## src/rtl/z88_rom_shadow.sv

```systemverilog
// z88_rom_shadow: boot-time flash-to-SRAM copy engine and memory-bus mux.
// While copying, the engine owns the flash and SRAM pins and the Z88 core is
// held in reset. Once the block is copied, both buses become combinational
// pass-through from the core and the core reset is released.
//
// Request semantics: reload is a single-cycle pulse. It is only accepted in
// DONE; in every other state it is dropped, with no queueing or back-pressure.
module z88_rom_shadow #(
    parameter logic [18:0] SRC_BASE = 19'h00000,
    parameter logic [18:0] DST_BASE = 19'h40000,
    parameter logic [19:0] LEN      = 20'h40000,
    parameter int          FL_WAIT  = 4,
    parameter int          SRAM_WE  = 2
) (
    input  logic        clk,
    input  logic        reset_n,
    input  logic        reload,
    input  logic [18:0] z_ram_a,
    input  logic [7:0]  z_ram_di,
    input  logic        z_ram_ce_n,
    input  logic        z_ram_oe_n,
    input  logic        z_ram_we_n,
    input  logic [18:0] z_rom_a,
    input  logic        z_rom_ce_n,
    input  logic        z_rom_oe_n,
    input  logic [7:0]  fl_do,
    output logic [18:0] fl_a,
    output logic        fl_ce_n,
    output logic        fl_oe_n,
    output logic [18:0] sram_a,
    output logic [7:0]  sram_di,
    output logic        sram_ce_n,
    output logic        sram_oe_n,
    output logic        sram_we_n,
    output logic        z88_rst_n,
    output logic        busy,
    output logic        done,
    output logic [15:0] checksum,
    output logic [2:0]  dbg_state
);

    typedef enum logic [2:0] {
        S_IDLE   = 3'd0,
        S_READ   = 3'd1,
        S_WSETUP = 3'd2,
        S_WPULSE = 3'd3,
        S_WHOLD  = 3'd4,
        S_DONE   = 3'd5
    } state_t;

    localparam logic [19:0] LAST_IDX = LEN - 20'd1;
    // fl_do arrives one clock after fl_a, so data is taken on the last READ cycle.
    localparam logic [3:0]  FL_LAST  = 4'(FL_WAIT - 1);
    localparam logic [3:0]  WE_LAST  = 4'(SRAM_WE - 1);

    state_t      state_q, state_d;
    logic [19:0] idx_q, idx_d;
    logic [3:0]  cnt_q, cnt_d;
    logic [7:0]  data_q, data_d;
    logic [15:0] sum_q, sum_d;
    logic [18:0] eng_fl_a;
    logic [18:0] eng_sram_a;

    // Both addresses wrap modulo 2^19 through the 19-bit add.
    assign eng_fl_a   = SRC_BASE + idx_q[18:0];
    assign eng_sram_a = DST_BASE + idx_q[18:0];

    assign checksum  = sum_q;
    assign dbg_state = state_q;

    // Engine registers; reset drops straight back to IDLE with cleared counters.
    always_ff @(posedge clk or negedge reset_n) begin
        if (!reset_n) begin
            state_q <= S_IDLE;
            idx_q   <= 20'd0;
            cnt_q   <= 4'd0;
            data_q  <= 8'd0;
            sum_q   <= 16'd0;
        end else begin
            state_q <= state_d;
            idx_q   <= idx_d;
            cnt_q   <= cnt_d;
            data_q  <= data_d;
            sum_q   <= sum_d;
        end
    end

    // Next-state logic: per byte READ x FL_WAIT, WSETUP, WPULSE x SRAM_WE, WHOLD.
    always_comb begin
        state_d = state_q;
        idx_d   = idx_q;
        cnt_d   = cnt_q;
        data_d  = data_q;
        sum_d   = sum_q;
        case (state_q)
            S_IDLE: begin
                state_d = S_READ;
                idx_d   = 20'd0;
                cnt_d   = 4'd0;
                sum_d   = 16'd0;
            end
            S_READ: begin
                if (cnt_q == FL_LAST) begin
                    data_d  = fl_do;
                    sum_d   = sum_q + {8'h00, fl_do};
                    cnt_d   = 4'd0;
                    state_d = S_WSETUP;
                end else begin
                    cnt_d = cnt_q + 4'd1;
                end
            end
            S_WSETUP: begin
                cnt_d   = 4'd0;
                state_d = S_WPULSE;
            end
            S_WPULSE: begin
                if (cnt_q == WE_LAST) begin
                    cnt_d   = 4'd0;
                    state_d = S_WHOLD;
                end else begin
                    cnt_d = cnt_q + 4'd1;
                end
            end
            S_WHOLD: begin
                if (idx_q == LAST_IDX) begin
                    state_d = S_DONE;
                end else begin
                    idx_d   = idx_q + 20'd1;
                    state_d = S_READ;
                end
            end
            S_DONE: begin
                if (reload) begin
                    state_d = S_READ;
                    idx_d   = 20'd0;
                    cnt_d   = 4'd0;
                    sum_d   = 16'd0;
                end
            end
            default: state_d = S_IDLE;
        endcase
    end

    // Pin mux: engine drives the buses while copying, the core owns them in DONE.
    always_comb begin
        fl_a      = 19'd0;
        fl_ce_n   = 1'b1;
        fl_oe_n   = 1'b1;
        sram_a    = 19'd0;
        sram_di   = 8'd0;
        sram_ce_n = 1'b1;
        sram_oe_n = 1'b1;
        sram_we_n = 1'b1;
        busy      = 1'b0;
        done      = 1'b0;
        z88_rst_n = 1'b0;
        case (state_q)
            S_READ: begin
                busy    = 1'b1;
                fl_a    = eng_fl_a;
                fl_ce_n = 1'b0;
                fl_oe_n = 1'b0;
            end
            S_WSETUP, S_WHOLD: begin
                busy      = 1'b1;
                sram_a    = eng_sram_a;
                sram_di   = data_q;
                sram_ce_n = 1'b0;
            end
            S_WPULSE: begin
                busy      = 1'b1;
                sram_a    = eng_sram_a;
                sram_di   = data_q;
                sram_ce_n = 1'b0;
                sram_we_n = 1'b0;
            end
            S_DONE: begin
                done      = 1'b1;
                z88_rst_n = 1'b1;
                fl_a      = z_rom_a;
                fl_ce_n   = z_rom_ce_n;
                fl_oe_n   = z_rom_oe_n;
                sram_a    = z_ram_a;
                sram_di   = z_ram_di;
                sram_ce_n = z_ram_ce_n;
                sram_oe_n = z_ram_oe_n;
                sram_we_n = z_ram_we_n;
            end
            default: ;
        endcase
    end

endmodule

```

## config.mk

```make
export PLATFORM = sky130hd
export DESIGN_NAME = z88_rom_shadow
export DESIGN_NICKNAME = d
export VERILOG_FILES = /design/src/rtl/z88_rom_shadow.sv
export SDC_FILE = /design/constraint.sdc
export NUM_CORES = 1
export LEC_CHECK = 0
export ABC_AREA = 1
export CORE_MARGIN = 5
export CORE_UTILIZATION = 47
export CTS_BUF_LIST = sky130_fd_sc_hd__clkbuf_2 sky130_fd_sc_hd__clkbuf_4 sky130_fd_sc_hd__clkbuf_8
export DETAILED_ROUTE_END_ITERATION = 10
export GPL_TIMING_DRIVEN = 1
export HOLD_SLACK_MARGIN = 0.15
export PLACE_DENSITY = 0.83
export SETUP_SLACK_MARGIN = 0.02
export SYNTH_ARGS = -nofsm -noshare
export SYNTH_HDL_FRONTEND = slang
export SYNTH_SLANG_ARGS = --single-unit
```

## constraint.sdc

```tcl
create_clock -name clk -period 1.8 [get_ports clk]
set_input_delay 0.18 -clock clk [delete_from_list [all_inputs] [get_ports clk]]
set_output_delay 0.18 -clock clk [all_outputs]
set_load 0.02 [all_outputs]
```

* Word-level counts from Yosys, hierarchy flattened
Cells that the tools add are included.
Word-level totals: output and inout bits 73, bits in writable memories 0, flip-flop bits (word level) 51, memory bits (read-only) 0, logic and storage cells 58, memories kept 0, bits of input ports 62, bits in latches 0
Cells by class: multiply operators 0, reductions and logical operators 12, bitwise logic cells 0, mux-type cells 25, shift-type cells 0, $lt $le $gt $ge 0, div/mod/pow operators 0, add/sub/neg operators 4, eq/ne operators 12
Operator list (number):
- $pmux 19 s2 | 2
- $pmux 20 s3 | 1
- $pmux 16 s3 | 1
- $mux 20 | 2
- $mux 16 | 2
- $add 20x1->20 const B | 1
- $eq 20x18->1 const B | 1
- $add 19x19->19 const A | 1
- $pmux 3 s6 | 1
- $add 16x8->16 | 1
- $pmux 4 s4 | 1
- $pmux 8 s2 | 1
- $mux 3 | 4
- $mux 4 | 3
- $reduce_and 3->1 | 3
- $ne 2x2->1 const B | 4
- $pmux 1 s2 | 4
- $eq 3x2->1 const B | 2
- $eq 3x3->1 const B | 2
- $reduce_bool 3->1 | 2
- $add 4x1->4 const B | 1
- $eq 4x1->1 const B | 1
- $eq 4x2->1 const B | 1
- $reduce_and 2->1 | 2
- 7 further kinds | 9

* Longest topological paths before layout
word-level depth 4, mapped depth 12, depth with buffers taken out 12

* Least setup slack after synthesis
Ideal clock, no wire load.
path type flip-flop to output port, from reg state_q[2], in the netlist dbg_state[2], to out sram_a[0], buffers on the path 1, required time 1.620 ns, stages on the path, launching flop included 8, setup slack -0.180 ns, data arrival time 1.800 ns, path through dfrtp_1 -> inv_2 -> nor2_2 -> nor2_1 -> nor2_2 -> inv_1 -> clkbuf_1 -> o21ai_0
On the way: word-level cells in the longest chain between the ends 3, elaborated cells on any way between the ends 6, classes of those cells eq/ne: 4; mux: 1; reduce/logical: 1
RTL lines:
- start, declared | RTL line 56 | state_t state_q, state_d;
- start signal, assigned | RTL line 80 | state_q <= state_d;
- $eq 3x3->1 / $eq 3x2->1 (equally long branches) | RTL line 157 | case (state_q)
- $reduce_or 3->1 (no source line)
- $pmux 19 s2 * | RTL line 157
- end, declared | RTL line 30 | output logic [18:0] sram_a,
Mark *: on every way between the ends. The rest lies on a longest branch, timed or not.

* Worst setup path after layout
from reg state_q[2], in the netlist dbg_state[2], to out sram_di[2]
On the way: word-level cells in the longest chain between the ends 3, elaborated cells on any way between the ends 6, classes of those cells eq/ne: 4; mux: 1; reduce/logical: 1
RTL lines:
- $eq 3x3->1 / $eq 3x2->1 (equally long branches) | RTL line 157
- $reduce_or 3->1 (no source line)
- $pmux 8 s2 * | RTL line 157
- end, declared | RTL line 31 | output logic [7:0] sram_di,
Marks and branches as above.

==> impl_metrics.json <==
{
  "grtUsageTotal_pct": 27.5,
  "synth_edf_count": 0,
  "worstHoldPathType": "input port to flip-flop",
  "drtAntennaViolNets": 0,
  "setup_ws_ps": -55.5,
  "yosysTopAreaCell": "dfrtp_1",
  "root_buffer": "clkbuf_8",
  "fin_crit_sh_pct": 103,
  "drive_above_1_share_pct": 27.1,
  "drtIter0Drc": 218,
  "worstPathMaxFanout": 5,
  "skew_ps": 8.02,
  "core-area_mm2": 0.00773,
  "vias": 4692,
  "violations": "setup timing",
  "hold_viol_final": 0,
  "setup_viol": 33,
  "path_class": "flip-flop to primary output",
  "grt_use_met3_pct": 4.88,
  "cts-htree-levels": 2,
  "syn_inst": 568,
  "diodes": 0,
  "drt_wl_total_mm": 14.1,
  "nets": 833,
  "vdd_ir_drop_max_uv": 820,
  "clk_pin_slew_ps": 90,
  "synthDominantCellAreaShare_pct": 34.3,
  "die_h_um": 99.0,
  "cts_buffers": 5,
  "grt_use_met1_pct": 31.4,
  "run_status": "finished with violations",
  "syn_nets": 642,
  "synth_cell_types": 33,
  "slew_headroom_pct": 64.5,
  "clock-sinks": 51,
  "synth_flop_cell": "dfrtp_1",
  "grt_max_degree": 31,
  "max_cap_violations": 0,
  "worstPathArrival_ps": 1680,
  "gp_congestion": 0.980,
  "p_total_w": 0.00406,
  "grt_pass1_wl_mm": 22.1,
  "port_buffers": 134,
  "grt_pass1_vias": 4692,
  "ys_ff_latch": 51,
  "period_minus_slack_ps": 1860,
  "cellLeakagePower_nw": 2.85,
  "async_reset_ff_share_pct": 100,
  "synthTopCellsByArea": "dfrtp_1 (34%), nand2_1 (19%), o21ai_0 (8.7%)",
  "max_freq_ghz": 0.539,
  "drc_errors": 0,
  "grt-ovfl-total": 0,
  "first_pass_iters": 5,
  "rsz0062_at_grt": "yes",
  "yosys-top-cells-count": "nand2_1 (189), o21ai_0 (65), inv_1 (62)",
  "dieArea_mm2": 0.00979,
  "pre_cts_slack_ps": -290,
  "busiest_layer": "met2",
  "grt_util_met2_pct": 51.1,
  "slew_violations": 0,
  "syn_to_final_growth_pct": 64.6,
  "synth.avg_cell_area_um2": 6.55,
  "start_kind": "flip-flop",
  "fp-row-count": 32,
  "wl_per_cell_um": 16.4,
  "insertion_delay_ps": 310,
  "cellPowerDensity_mw_per_mm2": 663,
  "cts_tree": "yes",
  "antenna_found_initial": 0,
  "yosysSeqAreaShare_pct": 34.3,
  "cts_buffer_depth": 2,
  "ioPinCount": 135,
  "yosys_warnings": 0,
  "die_w_um": 99.0,
  "syn_area_mm2": 0.00372,
  "worst_slew_pin_slew_ps": 532,
  "vias_per_cell": 5.44,
  "yosysMostFrequentCell": "nand2_1",
  "dp_hpwl_mm": 10.1,
  "cp-end-kind": "primary output",
  "crit_required_ps": 1620,
  "start_util_pct": 48.1
}
[report_power, final]
group          switching (W)  total [W]  internal (W)
clock network       0.000405   0.000773      0.000367
registers           0.000201    0.00150       0.00130
logic               0.000926    0.00179      0.000861
[routing by layer]
layer	wire length, um	vias to the layer above
li1	-	2209
met1	5270	2193
met2	7240	240
met3	1180	50
met4	437	0
met5	0	-
[layout by cell type, fill, tap and decap left out, drive strengths merged]
master	instances
o31ai	1
inv	66
dfrtp	51
nor3	6
nand2	193
clkinv	1
a21oi	18
dlygate4sd2	3
nand4	8
nor3b	1
o21ai	75
buf	114
fa	1
o21bai	1
dlymetal6s2s	1
or2	2
dlygate4sd3	1
nand3b	1
a22o	8
clkdlybuf4s50	77
o21a	1
nor2	64
clkbuf	10
o211ai	1
or3	1
ha	11
xor2	9
o22ai	1
nand3	33
[state kept, by name (all words and copies together) (netlist names)]
register and cells:
cnt_q 4, data_q 8, dbg_state 3, idx_q 20
checksum 16
[per-stage QoR]
stage | instance area (um^2) | util (%) | std cells | hold WS (ps) | TNS, ps
after detailed placement | 5570 | 72.0 | 836 | 184 | -7720
after global routing | 6120 | 79.2 | 862 | 227 | -3680
after floorplan | 3770 | - | 568 | -116 | -1500
after CTS | 5780 | 74.7 | 856 | 403 | -496
final | 6120 | 79.2 | 862 | 200 | -1060
after global placement | 5570 | 72.0 | 836 | 189 | -5250
[final timing paths]
path	start	cells after the start	slack, ps	end
worst min register to register	data_q[4]	2	480	data_q[4]
worst max-delay path	dbg_state[2]	8	-60	sram_di[2]
worst max register to register	checksum[2]	7	90	checksum[13]
max in group asynchronous	reset_n	3	820	idx_q[3]
worst min-delay path	fl_do[0]	3	200	data_q[0]
min in group asynchronous	reset_n	2	400	idx_q[11]
[critical path: stages, from the launching register on]
cell     delay (ps)
dfrtp_1         420
buf_4           150
nand2_1          70
inv_2            50
nor2_4          140
buf_6           130
buf_8           130
a22o_1          150
buf_6           120
[timing repair]
action	CTS	global route
setup buffers	8	5
endpoints found under the hold margin	21	0
pin swaps	7	5
resized for setup	287	90
setup endpoints to repair	56	94
cloned	3	1
hold buffers	1	0
[cell type report]
class | count | area [um^2]
multi-input cells | 436 | 2410
repair buffers | 198 | 1930
fillers | 526 | 1610
flip-flops and latches | 51 | 1280
inverters | 67 | 264
well taps | 102 | 128
clock buffers | 8 | 104
[cell families (layout without fill, tap and decap cells)]
family                   count (synthesis)  count (layout)  share of synthesized area [%]
XOR/XNOR                                 9               9                           2.12
buffers and inverters                   81             273                           8.78
adder cells (fa/ha/maj)                 12              12                           4.24
flip-flops                              51              51                           34.3
AND/OR/NAND/NOR                        309             309                           34.9
AO/OA/AOI/OAI                          106             106                           15.7
Power figures use the tool's default switching activity.
